## config.mk

```make
export PLATFORM = sky130hd
export DESIGN_NAME = player_input_flat
export DESIGN_NICKNAME = d
export VERILOG_FILES = /design/src/rtl/player_input_pkg.sv /design/src/rtl/player_input_if.sv /design/src/rtl/press_pulse.sv /design/src/rtl/player_input.sv /design/src/flat_wrapper.sv
export SDC_FILE = /design/constraint.sdc
export NUM_CORES = 1
export LEC_CHECK = 0
export CORE_AREA = 5 5 42 44
export DETAILED_ROUTE_END_ITERATION = 12
export DIE_AREA = 0 0 47 49
export PLACE_DENSITY_LB_ADDON = 0.05
export SLEW_MARGIN = 20
export SYNTH_ARGS = -nofsm -noshare
export SYNTH_HDL_FRONTEND = slang
export SYNTH_HIERARCHICAL = 1
export SYNTH_SLANG_ARGS = --single-unit
```

## constraint.sdc

```tcl
create_clock -name Clock -period 1.16 [get_ports Clock]
set_input_delay 0.232 -clock Clock [delete_from_list [all_inputs] [get_ports Clock]]
set_output_delay 0.232 -clock Clock [all_outputs]
set_load 0.005 [all_outputs]
```

## src/rtl/player_input_pkg.sv

```systemverilog
// Shared constants for the tug-of-war lab, so the play field bench and the board top
// agree on the input-stage timing.
package player_input_pkg;

  localparam int unsigned SYNC_STAGES_DEFAULT     = 2;
  localparam int unsigned DEBOUNCE_CYCLES_DEFAULT = 4;

  // Counter must hold 0..DEBOUNCE_CYCLES without wrapping.
  function automatic int unsigned debounce_cnt_width(input int unsigned cycles);
    return $clog2(cycles + 1);
  endfunction

endpackage

```

## src/rtl/player_input_if.sv

```systemverilog
// Player button bundle: raw buttons and enable in, move pulses and debounced levels out.
interface player_input_if;

  logic rawL;
  logic rawR;
  logic enable;
  logic L;
  logic R;
  logic levelL;
  logic levelR;

  modport master (
    output rawL,
    output rawR,
    output enable,
    input  L,
    input  R,
    input  levelL,
    input  levelR
  );

  modport slave (
    input  rawL,
    input  rawR,
    input  enable,
    output L,
    output R,
    output levelL,
    output levelR
  );

endinterface

```

## src/rtl/press_pulse.sv

```systemverilog
// One button channel: synchroniser, stable-sample debounce, then an enable-gated
// rising-edge one-shot.
module press_pulse
  import player_input_pkg::*;
#(
  parameter int unsigned SYNC_STAGES     = SYNC_STAGES_DEFAULT,
  parameter int unsigned DEBOUNCE_CYCLES = DEBOUNCE_CYCLES_DEFAULT
) (
  input  logic Clock,
  input  logic Reset,
  input  logic raw,
  input  logic enable,
  output logic pulse,
  output logic level
);

  localparam int unsigned CntW = debounce_cnt_width(DEBOUNCE_CYCLES);
  localparam logic [CntW-1:0] CntLast = CntW'(DEBOUNCE_CYCLES - 1);

  logic [SYNC_STAGES-1:0] sync_q, sync_d;
  logic [CntW-1:0]        cnt_q, cnt_d;
  logic                   level_q, level_d;
  logic                   pulse_q, pulse_d;
  logic                   sync_out;

  assign sync_out = sync_q[SYNC_STAGES-1];

  always_comb begin
    sync_d  = {sync_q[SYNC_STAGES-2:0], raw};
    level_d = level_q;
    cnt_d   = cnt_q;
    // Any sample agreeing with the current level restarts the acceptance window.
    if (sync_out == level_q) begin
      cnt_d = '0;
    end else if (cnt_q == CntLast) begin
      level_d = ~level_q;
      cnt_d   = '0;
    end else begin
      cnt_d = cnt_q + CntW'(1);
    end
    // Only a rise seen while enabled moves; a rise while disabled is consumed.
    pulse_d = level_d & ~level_q & enable;
  end

  always_ff @(posedge Clock or posedge Reset) begin
    if (Reset) begin
      sync_q  <= '0;
      cnt_q   <= '0;
      level_q <= 1'b0;
      pulse_q <= 1'b0;
    end else begin
      sync_q  <= sync_d;
      cnt_q   <= cnt_d;
      level_q <= level_d;
      pulse_q <= pulse_d;
    end
  end

  assign pulse = pulse_q;
  assign level = level_q;

endmodule

```

## src/rtl/player_input.sv

```systemverilog
// Upstream input stage for the tug-of-war play field: two independent button channels
// producing single-cycle L and R move pulses.
module player_input
  import player_input_pkg::*;
#(
  parameter int unsigned SYNC_STAGES     = SYNC_STAGES_DEFAULT,
  parameter int unsigned DEBOUNCE_CYCLES = DEBOUNCE_CYCLES_DEFAULT
) (
  input logic           Clock,
  input logic           Reset,
  player_input_if.slave bus
);

  // Simultaneous presses pass straight through; the play field resolves them.
  press_pulse #(
    .SYNC_STAGES    (SYNC_STAGES),
    .DEBOUNCE_CYCLES(DEBOUNCE_CYCLES)
  ) u_left (
    .Clock (Clock),
    .Reset (Reset),
    .raw   (bus.rawL),
    .enable(bus.enable),
    .pulse (bus.L),
    .level (bus.levelL)
  );

  press_pulse #(
    .SYNC_STAGES    (SYNC_STAGES),
    .DEBOUNCE_CYCLES(DEBOUNCE_CYCLES)
  ) u_right (
    .Clock (Clock),
    .Reset (Reset),
    .raw   (bus.rawR),
    .enable(bus.enable),
    .pulse (bus.R),
    .level (bus.levelR)
  );

endmodule

```

## src/flat_wrapper.sv

```systemverilog
// flat-port wrapper written by rule: the top's interface ports become plain ports
module player_input_flat import player_input_pkg::*;
#(
  parameter int unsigned SYNC_STAGES     = SYNC_STAGES_DEFAULT,
  parameter int unsigned DEBOUNCE_CYCLES = DEBOUNCE_CYCLES_DEFAULT
)
  (Clock, Reset, bus_rawL, bus_rawR, bus_enable, bus_L, bus_R, bus_levelL, bus_levelR);
  player_input_if bus_i ();
  input logic Clock;
  input logic Reset;
  input wire logic [$bits(bus_i.rawL)-1:0] bus_rawL;
  input wire logic [$bits(bus_i.rawR)-1:0] bus_rawR;
  input wire logic [$bits(bus_i.enable)-1:0] bus_enable;
  output wire logic [$bits(bus_i.L)-1:0] bus_L;
  output wire logic [$bits(bus_i.R)-1:0] bus_R;
  output wire logic [$bits(bus_i.levelL)-1:0] bus_levelL;
  output wire logic [$bits(bus_i.levelR)-1:0] bus_levelR;
  assign bus_i.rawL = bus_rawL;
  assign bus_i.rawR = bus_rawR;
  assign bus_i.enable = bus_enable;
  assign bus_L = bus_i.L;
  assign bus_R = bus_i.R;
  assign bus_levelL = bus_i.levelL;
  assign bus_levelR = bus_i.levelR;
  player_input #(.SYNC_STAGES(SYNC_STAGES), .DEBOUNCE_CYCLES(DEBOUNCE_CYCLES)) u_core (.Clock(Clock), .Reset(Reset), .bus(bus_i));
endmodule
```

Word-level counts from Yosys, hierarchy flattened. Cells that the tools add are included.

Register bits: 14. Input port bits: 5. Word-level logic and storage cells: 28.

Equality and inequality tests: 4. Add/subtract/negate cells: 2. Bitwise operators: 6. Mux-type cells: 8.

Operator list (number): $mux W3 (4); $add A3 B1 Y3 const B (2); $eq A3 B2 Y1 const B (2); $and A1 B1 Y1 (4); $mux W1 (4); $eq A1 B1 Y1 (2); $not A1 Y1 (2).

Logic depth before layout (Yosys ltp). Gate-level depths: netlist of the first run.

Depth in word-level cells: 5. Mapped depth: 3.

Cells and area by module. The synthesis of the first run kept the hierarchy.

By module, submodules not included: press_pulse (area each 266.5 um2, instances 2, cells an instance 16, sequential area each 175.2 um2).

Worst setup path before layout of the first run. OpenSTA, ideal clock, no wires.

Path type: register to register. Start: register u_core.u_left.cnt_q[0]. End: register u_core.u_left.level_q, in the netlist u_core/u_left/level. Period minus slack after synthesis: 1.123 ns. Data required time: 1.032 ns. Setup slack: 0.037 ns. Stages on the path, launching flop included: 4. Data arrival time: 0.996 ns. Cells stage by stage: dfrtp_1 > ha_1 > nor2b_4 > mux2_1.

Longest elaborated chain between the ends: 3.

Ends and longest elaborated chain: start, declared (RTL line press_pulse.sv:21) `logic [CntW-1:0] cnt_q, cnt_d;`; start signal, assigned (RTL line press_pulse.sv:53) `cnt_q <= cnt_d;`; $eq A3 B2 Y1 (RTL line press_pulse.sv:35) `end else if (cnt_q == CntLast) begin`; $mux W1 (RTL line press_pulse.sv:35); $mux W1 (RTL line press_pulse.sv:33) `if (sync_out == level_q) begin`; via u_core.u_left.level_d (RTL line press_pulse.sv:22) `logic level_q, level_d;`; end signal, assigned (RTL line press_pulse.sv:54) `level_q <= level_d;`; end, declared (RTL line press_pulse.sv:22).

The timed path passes the listed nets, and every way through them passes these cells.

Worst setup path in the final report of the first run. Same ends and word-level chain as after synthesis.

==> results.ini, run 1 <==
[cts]
cts_tree=done
clk_latency_ns=0.27
cts_sinks=14
clock-root-buffer=clkbuf_4
clkSlewWorstSetupHoldPaths_ns=0.08
cts-hold-fix-buffers=0
cts-buffers-inserted=3
cts_max_level=1
clockBufferDepth=2

[synthesis]
yosys.area_share.simple_pct=20.7
syn_inst=32
synth_area_per_cell_um2=16.7
synth_compound_area_share_pct=0
ys_seq_elements=14
yosys.area.top_type=dfrtp_1
synth_top_area_share_pct=65.7
syn_nets=39
synth_adder_area_share_pct=4.69
yosys-top-cells-area=dfrtp_1, nor3b_2, nor2b_4
muxShareOfSynthArea_pct=4.23
ys_seq_area_share_pct=65.7
yosys_warnings=6
synth_xor_area_share_pct=3.29
synth.distinct_cells=9
netlist_area_um2=533
synth_top_family_by_area=simple AND/OR/NAND/NOR gates

[cells_and_area]
layout-drive-gt1-share_pct=43.1
area_growth_pct=35.9
most-common-layout-cells=dfrtp_1, buf_4, clkdlybuf4s50_1, nor3b_2
instances_no_fill=67
layout_commonest_cell=dfrtp_1
fillers=130
nets=60
n_antenna_cell=0

[routing]
drt_drc_violations_left=0
finalWirelength_um=820
m1WireLength_um=349
wl_met2_um=414
drtPass1Iterations=2
wire_per_inst_um=12.2
routed.top_layer=met4
via_per_inst=4.52
initialDrtViolationCount=1
met3_length_um=40
antenna_left=0
num_vias=303

[sta]
clock_skew_ns=0.000356
worst_slew_pin_slew_ns=0.361
layout_worst_path_cycle_share_pct=98.2
finalHoldViolCount=0
fin_ws_ns=0.0210
rsz0062_at_grt=yes
max_freq_mhz=878
relSlewSlack_pct=75.8
drv_slew=0
holdWs_ns=0.208
min_period_ns=1.14
finalSetupViolations=0

[place]
routabilityCongestion=0.717
portBuffers=8
hpwl_um=622
post-place-ws_ns=-0.0134
placed_cells=59

[outcome]
status=finished clean

[worst_setup_path]
crit_chain=ha_1 -> nor2b_4 -> mux2_4
arrival_ns=1.30
slowest_stage=dfrtp_1
start_kind=flip-flop
path_class=reg -> reg
crit_family=flip-flops
cp_max_fo=3
path_buf_inv=0
worstPathRequired_ns=1.32
max_stage_delay_ns=0.39
endpoint_kind=flip-flop

[pwr]
internal-power_mw=1.05
pwr-share-seq_pct=44.7
p_clk_share_pct=18.1
vdd_drop_max_mv=0.947
p_per_area_nw_per_um2=1960
switching_share_pct=26.6
pwr-share-comb_pct=37.2
p_leak_nw=0.353
finalPower_mw=1.42
netSwitchingPower_uw=378

[die]
die_area_um2=2300
initial_core_util_pct=38.0
rows=14
chipWidth_um=47
io_pins=9
die_h_um=49
core_um2=1400

[global_routing]
antenna_found_initial=0
grt_max_degree=8
groute.usage.overall_pct=8.73
grt_pass1_vias=345
grt_first_pass_wirelength_um=1440
grt_overflow=0

[flow_run]
maxCapViolations=0

[min_path]
hp-class=in -> async

## area by class of cell
cell class,count,area [µm²],area share (%)
multi-input cells,16,185,25.6
clock buffers,3,22.5,3.11
well taps,16,20.0,2.76
repair buffers,16,139,19.2
inverters,2,7.51,1.04
flip-flops and latches,14,350,48.4
## routing by layer
layer / track usage [%] / vias up
li1: - / 147
met1: 12.0 / 147
met2: 12.4 / 7
met3: 2.21 / 2
met4: 4.15 / 0
met5: 0 / -
## flip-flops by register name (all words and copies together) (netlist names)
name                   flops
u_core/u_left/level        1
u_core/u_right/level       1
u_core/u_right/cnt_q       3
u_core/u_left/pulse        1
u_core/u_left/cnt_q        3
u_core/u_right/pulse       1
u_core/u_left/sync_q       2
u_core/u_right/sync_q      2
## logic make-up (layout without fill, tap and decap cells)
logic type                 Yosys count  count (layout)
adders and majority gates            2               2
muxes                                2               2
xor gates and xnor gates             2               2
DFF                                 14              14
buffers and inverters                2              21
and+or+nand+nor                     10              10
## synth_stat cells
| cell | instances |
|---|---|
| nor3b_2 | 4 |
| and4b_2 | 2 |
| inv_1 | 2 |
| nor2b_4 | 2 |
| mux2_1 | 2 |
| ha_1 | 2 |
| xnor2_1 | 2 |
| dfrtp_1 | 14 |
| nor3_1 | 2 |
## worst register-to-register path, stage by stage, from the launching register on
cell     delay (ns)
dfrtp_1        0.39
ha_1           0.21
nor2b_4        0.14
mux2_4         0.29
## worst paths after layout
| kind | endpoint | depth (start not counted) | slack, ns | startpoint |
|---|---|---|---|---|
| max | u_core/u_left/level$_DFF_PP0_ | 3 | 0.02 | u_core/u_left/cnt_q[0]$_DFF_PP0_ |
| min | u_core/u_right/pulse$_DFF_PP0_ | 2 | 0.21 | Reset |
| max reg2reg | u_core/u_left/level$_DFF_PP0_ | 3 | 0.02 | u_core/u_left/cnt_q[0]$_DFF_PP0_ |
| min reg2reg | u_core/u_right/sync_q[1]$_DFF_PP0_ | 0 | 0.36 | u_core/u_right/sync_q[0]$_DFF_PP0_ |
| max in group asynchronous | u_core/u_left/pulse$_DFF_PP0_ | 2 | 0.74 | Reset |
| min in group Clock | u_core/u_right/sync_q[1]$_DFF_PP0_ | 0 | 0.36 | u_core/u_right/sync_q[0]$_DFF_PP0_ |
## metrics by stage
stage	area, µm²	util (%)	TNS, ns
6_report	724	51.7	0
5_1_grt	724	51.7	-0.0232
4_1_cts	718	51.2	0
3_5_place_dp	656	46.8	-0.0166
3_3_place_gp	656	46.8	0
2_1_floorplan	533	-	0
## power groups by stage
| stage | sequential, mW | clock (mW) | combinational (mW) |
|---|---|---|---|
| after CTS | 0.637 | 0.262 | 0.519 |
| after global routing | 0.646 | 0.298 | 0.576 |
| final | 0.637 | 0.257 | 0.530 |
| after detailed placement | 0.657 | 0 | 0.418 |
| after floorplan | 0.655 | 0 | 0.227 |
| after global placement | 0.649 | 0 | 0.389 |
## timing repair
item | in CTS | in global routing
endpoints found under the setup margin | 6 | 4
pin swaps | 0 | 1
resized for setup | 7 | 3
buffers inserted | 5 | 0
(Power assumes the default switching activity.)
==> run 2, diff against run 1 <==
SLEW_MARGIN = 5   (was 20)
==> results of run 2 <==
Final layout, timing and power as in run 1 (identical DEF).
==> run 3, diff against run 2 <==
CTS_BUF_LIST = sky130_fd_sc_hd__clkbuf_8 sky130_fd_sc_hd__clkbuf_16   (was not set)
==> results.ini, run 3 (synthesis gave the netlist of run 1 again) <==
[global_routing]
grt_max_degree=8  ; unchanged
groute.usage.overall_pct=9.03  ; +0.29 points
grt_pass1_vias=357  ; +3.5%
antenna_found_initial=0  ; unchanged
grt_first_pass_wirelength_um=1440  ; -0.49%
grt_overflow=0  ; unchanged

[min_path]
hp-class=in -> async

[sta]
layout_worst_path_cycle_share_pct=97.1  ; -1.1 points
relSlewSlack_pct=75.8  ; about the same
rsz0062_at_grt=yes
holdWs_ns=0.239  ; +0.0320 ns
clock_skew_ns=0.000511  ; +0.000154 ns
finalSetupViolations=0  ; unchanged
finalHoldViolCount=0  ; unchanged
drv_slew=0  ; unchanged
max_freq_mhz=888  ; +1.2%
min_period_ns=1.13  ; -0.0130 ns
worst_slew_pin_slew_ns=0.360  ; -0.000685 ns

[pwr]
p_per_area_nw_per_um2=2080  ; +5.7%
switching_share_pct=25.3  ; -1.2 points
pwr-share-comb_pct=34.0  ; -3.2 points
vdd_drop_max_mv=1.08  ; +14%
p_leak_nw=0.365  ; +3.2%
netSwitchingPower_uw=390  ; +3.2%
p_clk_share_pct=24.6  ; +6.5 points
finalPower_mw=1.54  ; +8.2%
internal-power_mw=1.15  ; +10%
pwr-share-seq_pct=41.4  ; -3.3 points

[cts]
clockBufferDepth=2  ; unchanged
cts_tree=done
cts-buffers-inserted=3  ; unchanged
clkSlewWorstSetupHoldPaths_ns=0.05  ; -0.03 ns
clk_latency_ns=0.24  ; -0.03 ns
cts-hold-fix-buffers=0  ; unchanged
clock-root-buffer=clkbuf_8
cts_sinks=14  ; unchanged
cts_max_level=1  ; unchanged

[die]
chipWidth_um=47  ; unchanged
io_pins=9  ; unchanged
rows=14  ; unchanged
die_h_um=49  ; unchanged
initial_core_util_pct=38.0  ; unchanged
die_area_um2=2300  ; unchanged
core_um2=1400  ; unchanged

[worst_setup_path]
ff2ff_path_depth=3  ; unchanged
r2r_setup_slack_ns=0.03  ; about the same
worstReg2RegEnd=u_core/u_right/level$_DFF_PP0_
path_class=reg -> reg
endpoint_kind=flip-flop
start_kind=flip-flop
worstPathRequired_ns=1.28  ; -0.04 ns
worstReg2RegStart=u_core/u_right/cnt_q[0]$_DFF_PP0_
cp_max_fo=4  ; +1
arrival_ns=1.25  ; -0.05 ns

[cells_and_area]
most-common-layout-cells=dfrtp_1, buf_4, clkdlybuf4s50_1, dlygate4sd2_1, nor3b_2
layout-drive-gt1-share_pct=45.1  ; +2.0 points
n_antenna_cell=0  ; unchanged
final_util_pct=52.9  ; +1.3 points
reg.largest.list=u_core/u_left/cnt_q (3), u_core/u_right/cnt_q (3)
layout_commonest_cell=dfrtp_1
nets=60  ; unchanged
fillers=130  ; unchanged
area_growth_pct=39.2

[place]
portBuffers=8  ; unchanged
routabilityCongestion=0.717  ; unchanged
hpwl_um=622  ; unchanged

[routing]
finalWirelength_um=813  ; -0.85%
antenna_left=0  ; unchanged
drt_drc_violations_left=0  ; unchanged
wire_per_inst_um=12.1  ; -0.85%
initialDrtViolationCount=2  ; +1
drtPass1Iterations=4  ; +2
via_per_inst=4.58  ; +1.3%
num_vias=307  ; +1.3%

[outcome]
status=finished clean

[flow_run]
maxCapViolations=0  ; unchanged

[run 3: cell types whose count changed in the layout (fill, tap and decap cells not counted), sizes merged]
cell and change:
clkdlybuf4s15 -3, dlygate4sd2 +3
[run 3: layout make-up]
cell class,instances,area [µm²],share of cell area [%]
clock buffers,3,41.3,5.56
repair buffers,16,135,18.2
inverters,2,7.51,1.01
well taps,16,20.0,2.70
flip-flops and latches,14,350,47.2
multi-input cells,16,188,25.3
[run 3: worst max path at each step]
| stage | end | cells after the start | start | slack [ns] |
|---|---|---|---|---|
| after global routing | u_core/u_left/level$_DFF_PP0_ | 3 | u_core/u_left/cnt_q[0]$_DFF_PP0_ | -0.01 |
| after CTS | u_core/u_left/level$_DFF_PP0_ | 3 | u_core/u_left/cnt_q[0]$_DFF_PP0_ | 0.0001 |
| after detailed placement | u_core/u_right/level$_DFF_PP0_ | 3 | u_core/u_right/cnt_q[0]$_DFF_PP0_ | -0.01 |
| final | u_core/u_right/level$_DFF_PP0_ | 3 | u_core/u_right/cnt_q[0]$_DFF_PP0_ | 0.03 |
| after floorplan | u_core/u_left/level$_DFF_PP0_ | 3 | u_core/u_left/cnt_q[0]$_DFF_PP0_ | 0.04 |
| after global placement | u_core/u_left/level$_DFF_PP0_ | 3 | u_core/u_left/cnt_q[0]$_DFF_PP0_ | 0.03 |
[run 3: power groups by stage]
stage / clock network [mW] / logic, mW / registers, mW
floorplan: 0 / 0.227 / 0.655
global placement: 0 / 0.389 / 0.649
detailed placement: 0 / 0.418 / 0.657
CTS: 0.396 / 0.491 / 0.639
global route: 0.420 / 0.569 / 0.649
finish: 0.379 / 0.524 / 0.638
[run 3: repair_timing]
item,CTS,global route
setup buffers,4,1
gates resized for setup,6,2
setup endpoints to repair,6,2
pin swaps,0,2
[run 3: metrics by stage]
stage | setup TNS (ns) | worst slack, ns | instances | area (µm²)
2_1_floorplan | 0 | 0.0366 | 32 | 533
3_5_place_dp | -0.0166 | -0.0134 | 59 | 656
5_1_grt | -0.0128 | -0.0101 | 67 | 742
3_3_place_gp | 0 | 0.0284 | 59 | 656
6_report | 0 | 0.0339 | 67 | 742
4_1_cts | 0 | 0.000123 | 66 | 728
[run 3: critical path: stages, from the launching register on]
cell	delay (ns)
dfrtp_1	0.34
ha_2	0.18
nor2b_4	0.18
mux2_4	0.31
[run 3: routing by layer]
metal  wire length [µm]  track usage [%]  up-vias
met4                 23             6.91        0
met5                  0                0        -
met2                402             12.9        8
li1                   -                -      146
met3                 46             2.21        2
met1                340             11.1      151
